==> config.mk <==
export PLATFORM = sky130hd
export DESIGN_NAME = pc_sequencer_flat
export DESIGN_NICKNAME = d
export VERILOG_FILES = /design/src/rtl/pc_sequencer_if.sv /design/src/rtl/pc_sequencer.sv /design/src/flat_wrapper.sv
export SDC_FILE = /design/constraint.sdc
export NUM_CORES = 1
export LEC_CHECK = 0
export ABC_AREA = 0
export CAP_MARGIN = 10
export CORE_MARGIN = 2
export CORE_UTILIZATION = 40
export CTS_CLUSTER_DIAMETER = 200
export DETAILED_ROUTE_END_ITERATION = 8
export GPL_ROUTABILITY_DRIVEN = 0
export GPL_TIMING_DRIVEN = 1
export MAX_ROUTING_LAYER = met4
export PLACE_DENSITY = 0.77
export SYNTH_ARGS = -nofsm -noshare
export SYNTH_HDL_FRONTEND = slang
export SYNTH_SLANG_ARGS = --single-unit
export TNS_END_PERCENT = 20
==> constraint.sdc <==
create_clock -name clk_i -period 2.6 [get_ports clk_i]
set_clock_uncertainty 0.2 [all_clocks]
set_input_delay 0.26 -clock clk_i [delete_from_list [all_inputs] [get_ports clk_i]]
set_output_delay 0.26 -clock clk_i [all_outputs]
set_load 0.01 [all_outputs]
==> src/rtl/pc_sequencer_if.sv <==
// Fetch / issue / next-PC handshake bundle for the PC sequencer.
interface pc_sequencer_if #(
  parameter int unsigned DATA_WIDTH = 64
);
  logic                  halt_req_i;
  logic                  imem_req_valid_o;
  logic                  imem_req_ready_i;
  logic [DATA_WIDTH-1:0] imem_addr_o;
  logic                  imem_rsp_valid_i;
  logic [31:0]           imem_rsp_data_i;
  logic                  inst_valid_o;
  logic                  inst_ready_i;
  logic [31:0]           inst_o;
  logic [DATA_WIDTH-1:0] inst_pc_o;
  logic                  pcn_valid_i;
  logic [DATA_WIDTH-1:0] pcn_i;
  logic                  busy_o;
  logic                  misalign_o;
  logic [DATA_WIDTH-1:0] bad_pc_o;
  logic [DATA_WIDTH-1:0] retire_cnt_o;

  // Sequencer side.
  modport master (
    input  halt_req_i, imem_req_ready_i, imem_rsp_valid_i, imem_rsp_data_i,
    input  inst_ready_i, pcn_valid_i, pcn_i,
    output imem_req_valid_o, imem_addr_o, inst_valid_o, inst_o, inst_pc_o,
    output busy_o, misalign_o, bad_pc_o, retire_cnt_o
  );

  // Environment side (memory, decode, next-PC unit, control).
  modport slave (
    output halt_req_i, imem_req_ready_i, imem_rsp_valid_i, imem_rsp_data_i,
    output inst_ready_i, pcn_valid_i, pcn_i,
    input  imem_req_valid_o, imem_addr_o, inst_valid_o, inst_o, inst_pc_o,
    input  busy_o, misalign_o, bad_pc_o, retire_cnt_o
  );
endinterface

==> src/rtl/pc_sequencer.sv <==
// PC sequencer: fetches one instruction at a time, offers it to decode, waits
// for the next-PC result and retires it. A misaligned target stops the core
// permanently until reset.
module pc_sequencer #(
  parameter int unsigned           DATA_WIDTH = 64,
  parameter logic [DATA_WIDTH-1:0] RESET_PC   = 64'h0000_0000_8000_0000
) (
  input logic            clk_i,
  input logic            rst_n_i,
  pc_sequencer_if.master bus
);

  localparam logic [2:0] StIdle  = 3'd0;
  localparam logic [2:0] StReq   = 3'd1;
  localparam logic [2:0] StWait  = 3'd2;
  localparam logic [2:0] StIssue = 3'd3;
  localparam logic [2:0] StExec  = 3'd4;
  localparam logic [2:0] StHalt  = 3'd5;

  logic [2:0]            state_q, state_d;
  logic [DATA_WIDTH-1:0] pc_q, pc_d;
  logic [31:0]           ir_q, ir_d;
  logic [DATA_WIDTH-1:0] retire_q, retire_d;
  logic                  misalign_q, misalign_d;
  logic [DATA_WIDTH-1:0] bad_pc_q, bad_pc_d;

  // Next-state: one transaction phase per state, inputs outside their phase ignored.
  always_comb begin
    state_d    = state_q;
    pc_d       = pc_q;
    ir_d       = ir_q;
    retire_d   = retire_q;
    misalign_d = misalign_q;
    bad_pc_d   = bad_pc_q;
    case (state_q)
      StIdle: begin
        if (!bus.halt_req_i) state_d = StReq;
      end
      StReq: begin
        if (bus.imem_req_ready_i) state_d = StWait;
      end
      StWait: begin
        if (bus.imem_rsp_valid_i) begin
          ir_d    = bus.imem_rsp_data_i;
          state_d = StIssue;
        end
      end
      StIssue: begin
        if (bus.inst_ready_i) state_d = StExec;
      end
      StExec: begin
        if (bus.pcn_valid_i) begin
          if (bus.pcn_i[1:0] == 2'b00) begin
            pc_d     = bus.pcn_i;
            retire_d = retire_q + DATA_WIDTH'(1);
            state_d  = bus.halt_req_i ? StIdle : StReq;
          end else begin
            misalign_d = 1'b1;
            bad_pc_d   = bus.pcn_i;
            state_d    = StHalt;
          end
        end
      end
      StHalt: begin
        state_d = StHalt;
      end
      default: begin
        state_d = StIdle;
      end
    endcase
  end

  // State registers with synchronous active-low reset.
  always_ff @(posedge clk_i) begin
    if (!rst_n_i) begin
      state_q    <= StIdle;
      pc_q       <= RESET_PC;
      ir_q       <= '0;
      retire_q   <= '0;
      misalign_q <= 1'b0;
      bad_pc_q   <= '0;
    end else begin
      state_q    <= state_d;
      pc_q       <= pc_d;
      ir_q       <= ir_d;
      retire_q   <= retire_d;
      misalign_q <= misalign_d;
      bad_pc_q   <= bad_pc_d;
    end
  end

  // Valids are gated by reset so nothing is offered while reset is held.
  assign bus.imem_req_valid_o = rst_n_i && (state_q == StReq);
  assign bus.imem_addr_o      = pc_q;
  assign bus.inst_valid_o     = rst_n_i && (state_q == StIssue);
  assign bus.inst_o           = ir_q;
  assign bus.inst_pc_o        = pc_q;
  assign bus.busy_o           = (state_q != StIdle) && (state_q != StHalt);
  assign bus.misalign_o       = misalign_q;
  assign bus.bad_pc_o         = bad_pc_q;
  assign bus.retire_cnt_o     = retire_q;

endmodule

==> src/flat_wrapper.sv <==
// flat-port wrapper written by rule: the top's interface ports become plain ports
module pc_sequencer_flat 
#(
  parameter int unsigned           DATA_WIDTH = 64,
  parameter logic [DATA_WIDTH-1:0] RESET_PC   = 64'h0000_0000_8000_0000
)
  (clk_i, rst_n_i, bus_halt_req_i, bus_imem_req_ready_i, bus_imem_rsp_valid_i, bus_imem_rsp_data_i, bus_inst_ready_i, bus_pcn_valid_i, bus_pcn_i, bus_imem_req_valid_o, bus_imem_addr_o, bus_inst_valid_o, bus_inst_o, bus_inst_pc_o, bus_busy_o, bus_misalign_o, bus_bad_pc_o, bus_retire_cnt_o);
  pc_sequencer_if #(.DATA_WIDTH(DATA_WIDTH)) bus_i ();
  input logic clk_i;
  input logic rst_n_i;
  input wire logic [$bits(bus_i.halt_req_i)-1:0] bus_halt_req_i;
  input wire logic [$bits(bus_i.imem_req_ready_i)-1:0] bus_imem_req_ready_i;
  input wire logic [$bits(bus_i.imem_rsp_valid_i)-1:0] bus_imem_rsp_valid_i;
  input wire logic [$bits(bus_i.imem_rsp_data_i)-1:0] bus_imem_rsp_data_i;
  input wire logic [$bits(bus_i.inst_ready_i)-1:0] bus_inst_ready_i;
  input wire logic [$bits(bus_i.pcn_valid_i)-1:0] bus_pcn_valid_i;
  input wire logic [$bits(bus_i.pcn_i)-1:0] bus_pcn_i;
  output wire logic [$bits(bus_i.imem_req_valid_o)-1:0] bus_imem_req_valid_o;
  output wire logic [$bits(bus_i.imem_addr_o)-1:0] bus_imem_addr_o;
  output wire logic [$bits(bus_i.inst_valid_o)-1:0] bus_inst_valid_o;
  output wire logic [$bits(bus_i.inst_o)-1:0] bus_inst_o;
  output wire logic [$bits(bus_i.inst_pc_o)-1:0] bus_inst_pc_o;
  output wire logic [$bits(bus_i.busy_o)-1:0] bus_busy_o;
  output wire logic [$bits(bus_i.misalign_o)-1:0] bus_misalign_o;
  output wire logic [$bits(bus_i.bad_pc_o)-1:0] bus_bad_pc_o;
  output wire logic [$bits(bus_i.retire_cnt_o)-1:0] bus_retire_cnt_o;
  assign bus_i.halt_req_i = bus_halt_req_i;
  assign bus_i.imem_req_ready_i = bus_imem_req_ready_i;
  assign bus_i.imem_rsp_valid_i = bus_imem_rsp_valid_i;
  assign bus_i.imem_rsp_data_i = bus_imem_rsp_data_i;
  assign bus_i.inst_ready_i = bus_inst_ready_i;
  assign bus_i.pcn_valid_i = bus_pcn_valid_i;
  assign bus_i.pcn_i = bus_pcn_i;
  assign bus_imem_req_valid_o = bus_i.imem_req_valid_o;
  assign bus_imem_addr_o = bus_i.imem_addr_o;
  assign bus_inst_valid_o = bus_i.inst_valid_o;
  assign bus_inst_o = bus_i.inst_o;
  assign bus_inst_pc_o = bus_i.inst_pc_o;
  assign bus_busy_o = bus_i.busy_o;
  assign bus_misalign_o = bus_i.misalign_o;
  assign bus_bad_pc_o = bus_i.bad_pc_o;
  assign bus_retire_cnt_o = bus_i.retire_cnt_o;
  pc_sequencer #(.DATA_WIDTH(DATA_WIDTH), .RESET_PC(RESET_PC)) u_core (.clk_i(clk_i), .rst_n_i(rst_n_i), .bus(bus_i));
endmodule
==> results.tsv <==
metric	value	unit
yosysUniqueCellTypes	46	
rsz0062_at_grt	no	
fin_ws	0.104	ns
hold_depth	3	
r2r_slack	0.10	ns
worstMarginPinSlew	0.418	ns
clk_latency	0.52	ns
cts.clk_slew.worst_paths	0.06	ns
hold_viol_final	0	
nets	1617	
detail-route-antenna-nets	0	
end_kind	flop	
grt_pass1_wl	46800	um
overflow	0	
fmax	0.401	GHz
cts_tree	done	
row_count	55	
worstHoldPathType	input pin to flop	
worstPathCellList	nand4_1 > nor4_1 > buf_4 > nand4_2 > or4_1 > a21oi_1	
final_max_slew_viol_count	0	
coreArea	0.0227	mm^2
ir_drop	0.455	mV
synthCells	1166	
reg2reg_to	u_core.bus.retire_cnt_o[62]$_SDFFE_PN0P_	
synth-edff-count	0	
fin_crit_sh	0.960	
yosys_warnings	0	
start_util	0.408	
critPathMaxStageDelay	0.57	ns
slowest_stage	or4_1	
drive_above_1_share	0.0675	
reg2reg_from	u_core.bus.retire_cnt_o[25]$_SDFFE_PN0P_	
cap_violations	0	
crit_family	simple AND/OR/NAND/NOR gates	
cts_root_buf	clkbuf_16	
ys_seq_area_frac	0.493	
arrival	2.73	ns
hpwl	21900	um
synth.ff_latch_count	228	
reg2regPathDepth	6	
synth_area	0.00926	mm^2
pwr_density_cell	513	mW/mm^2
cts-buffers-inserted	25	
outcome	finished, final reports clean	
async_reset_ff_frac	0	
die_y	156	um
leakage	4.68	nW
avgSynthCellArea	7.94	um^2
fin_hold_ws	0.0985	ns
antenna_found_initial	8	
die_area	0.0244	mm^2
grtUsageTotal	0.246	
crit_required	2.84	ns
clk_path_buf_depth	3	
holdPathEnd	u_core.bus.inst_o[25]$_SDFFE_PN0P_	
drc	0	
ys.flop_type	dfxtp_1	
hp-start	bus_imem_rsp_data_i[25]	
drt_iter0_markers	540	
drt_pass1_iterations	5	
wire_per_inst	16.9	um
syn_to_final_growth	53.3	%
clock-sinks	228	
vias_per_cell	5.19	
cp_num_buf_inv	1	
grt_max_degree	66	
h-tree-depth	1	
period_minus_slack	2.50	ns
relSlewSlack	0.719	
path_depth	6	
ios	395	
crit_path_start_kind	flop	
numPortBuffers	394	
die_x	156	um
dpl_worst_slack	-0.106	ns
worst-path-max-fanout	8	
syn_nets	1270	
grt_pass1_vias	8788	
vias	9440	
crit_type	flop to flop	
setup_violations	0	
drt-total-wl	30700	um
where the power goes:
group | switching [mW] | internal, mW
clock network | 1.37 | 1.99
registers | 0.0117 | 3.51
logic | 0.176 | 0.221
total | 1.55 | 5.73
layout by cell type, fill, tap and decap left out, types with 8 or more instances in the layout:
cell type and count:
clkdlybuf4s50_1 394, nand2_1 347, dfxtp_1 228, a21oi_1 192, buf_4 45, nor2_1 42
nand4_1 26, clkbuf_16 25, or3_1 23, nand3_1 22, o21ai_0 21, xnor2_1 15
xor2_1 12, nor4_1 11, and3_1 11, buf_12 10, o31ai_1 9, or4_1 9
nor3_1 9, diode_2 8, inv_1 8
layer usage:
metal	global-route usage	routed length, um	vias to the layer above
met5	-	0	-
met4	0.0948	1150	0
met3	0.0556	2300	78
met2	0.403	15100	378
met1	0.295	12200	4412
li1	-	-	4572
Yosys cell counts (2+ instances only):
library cell	instances	area [um^2]
dfxtp_1	228	4560
nand4_2	2	25.0
o21a_1	7	52.6
nor3b_1	2	15.0
nor3_1	9	45.0
nand4_1	26	163
buf_4	64	480
buf_2	3	15.0
nand2_1	348	1310
and3_1	11	68.8
nor4b_1	2	17.5
o31ai_1	9	67.6
nor2b_1	2	12.5
inv_1	8	30.0
nor4_1	11	68.8
nor2_1	43	161
nand2b_1	3	18.8
a21oi_1	192	961
buf_1	5	18.8
o31a_1	3	26.3
and4_1	7	61.3
or4_1	9	67.6
xor2_1	12	105
and2_1	2	12.5
or3_1	23	144
clkbuf_1	57	214
nand3b_1	4	30.0
o21ai_0	21	105
nand3_1	22	110
xnor2_1	15	131
how the worst max path moves through the flow:
stage | start | end
floorplan | u_core.bus.retire_cnt_o[19]$_SDFFE_PN0P_ | u_core.bus.retire_cnt_o[59]$_SDFFE_PN0P_
global placement | bus_pcn_i[0] | u_core.bus.retire_cnt_o[62]$_SDFFE_PN0P_
detailed placement | bus_pcn_i[0] | u_core.bus.retire_cnt_o[40]$_SDFFE_PN0P_
CTS | u_core.state_q[0]$_SDFFE_PN0P_ | bus_imem_req_valid_o
global route | u_core.bus.retire_cnt_o[25]$_SDFFE_PN0P_ | u_core.bus.retire_cnt_o[62]$_SDFFE_PN0P_
finish | u_core.bus.retire_cnt_o[25]$_SDFFE_PN0P_ | u_core.bus.retire_cnt_o[62]$_SDFFE_PN0P_
sequential cells by signal, summed over array words and instances (netlist names):
name / flops
u_core.state_q: 3
u_core.bus.bad_pc_o: 64
u_core.bus.inst_o: 32
u_core.bus.retire_cnt_o: 64
u_core.bus.imem_addr_o: 64
u_core.bus.misalign_o: 1
area by class of cell:
class                   count  area (um^2)
clock buffers              37          721
fillers                  1952         8520
repair buffers            449         4480
inverters                   9         38.8
well taps                 285          357
clock inverters             3         46.3
flip-flops and latches    228         4560
multi-input cells         800         3960
diodes                      8         20.0
cell families (layout without fill, tap and decap cells):
logic type / count (synthesis) / count (layout) / synth area share
AO/OA/AOI/OAI: 236 / 236 / 0.134
XOR/XNOR: 27 / 27 / 0.0255
adder cells (fa/ha/maj): 1 / 1 / 0.00135
buffers and inverters: 138 / 498 / 0.0823
flip-flops: 228 / 228 / 0.493
multiplexers: 2 / 2 / 0.00230
other: 0 / 8 / 0
AND/OR/NAND/NOR: 534 / 534 / 0.261
timing repair:
action / 4_1_cts / 5_1_grt
resized for setup: 0 / 1
setup endpoints to repair: 0 / 3
hold buffers: 0 / 0
setup buffers: 0 / 3
stage by stage:
step / util / cell area (um^2) / setup TNS (ns) / instances / power [mW]
final: 0.625 / 14200 / 0 / 1819 / 7.28
after detailed placement: 0.589 / 13400 / -0.547 / 1768 / 4.00
after global routing: 0.625 / 14200 / 0 / 1819 / 7.51
after global placement: 0.589 / 13400 / -0.269 / 1768 / 3.99
after CTS: 0.623 / 14100 / 0 / 1808 / 7.34
after floorplan: - / 9260 / 0 / 1166 / 3.72
worst register-to-register path, delay by kind of cell, from the launching register on:
family	cells	cell delay [ns]
compound gates	1	0.15
flops	1	0.42
buf+inv	1	0.19
simple gates	4	1.47
Power figures use the tool's default switching activity.
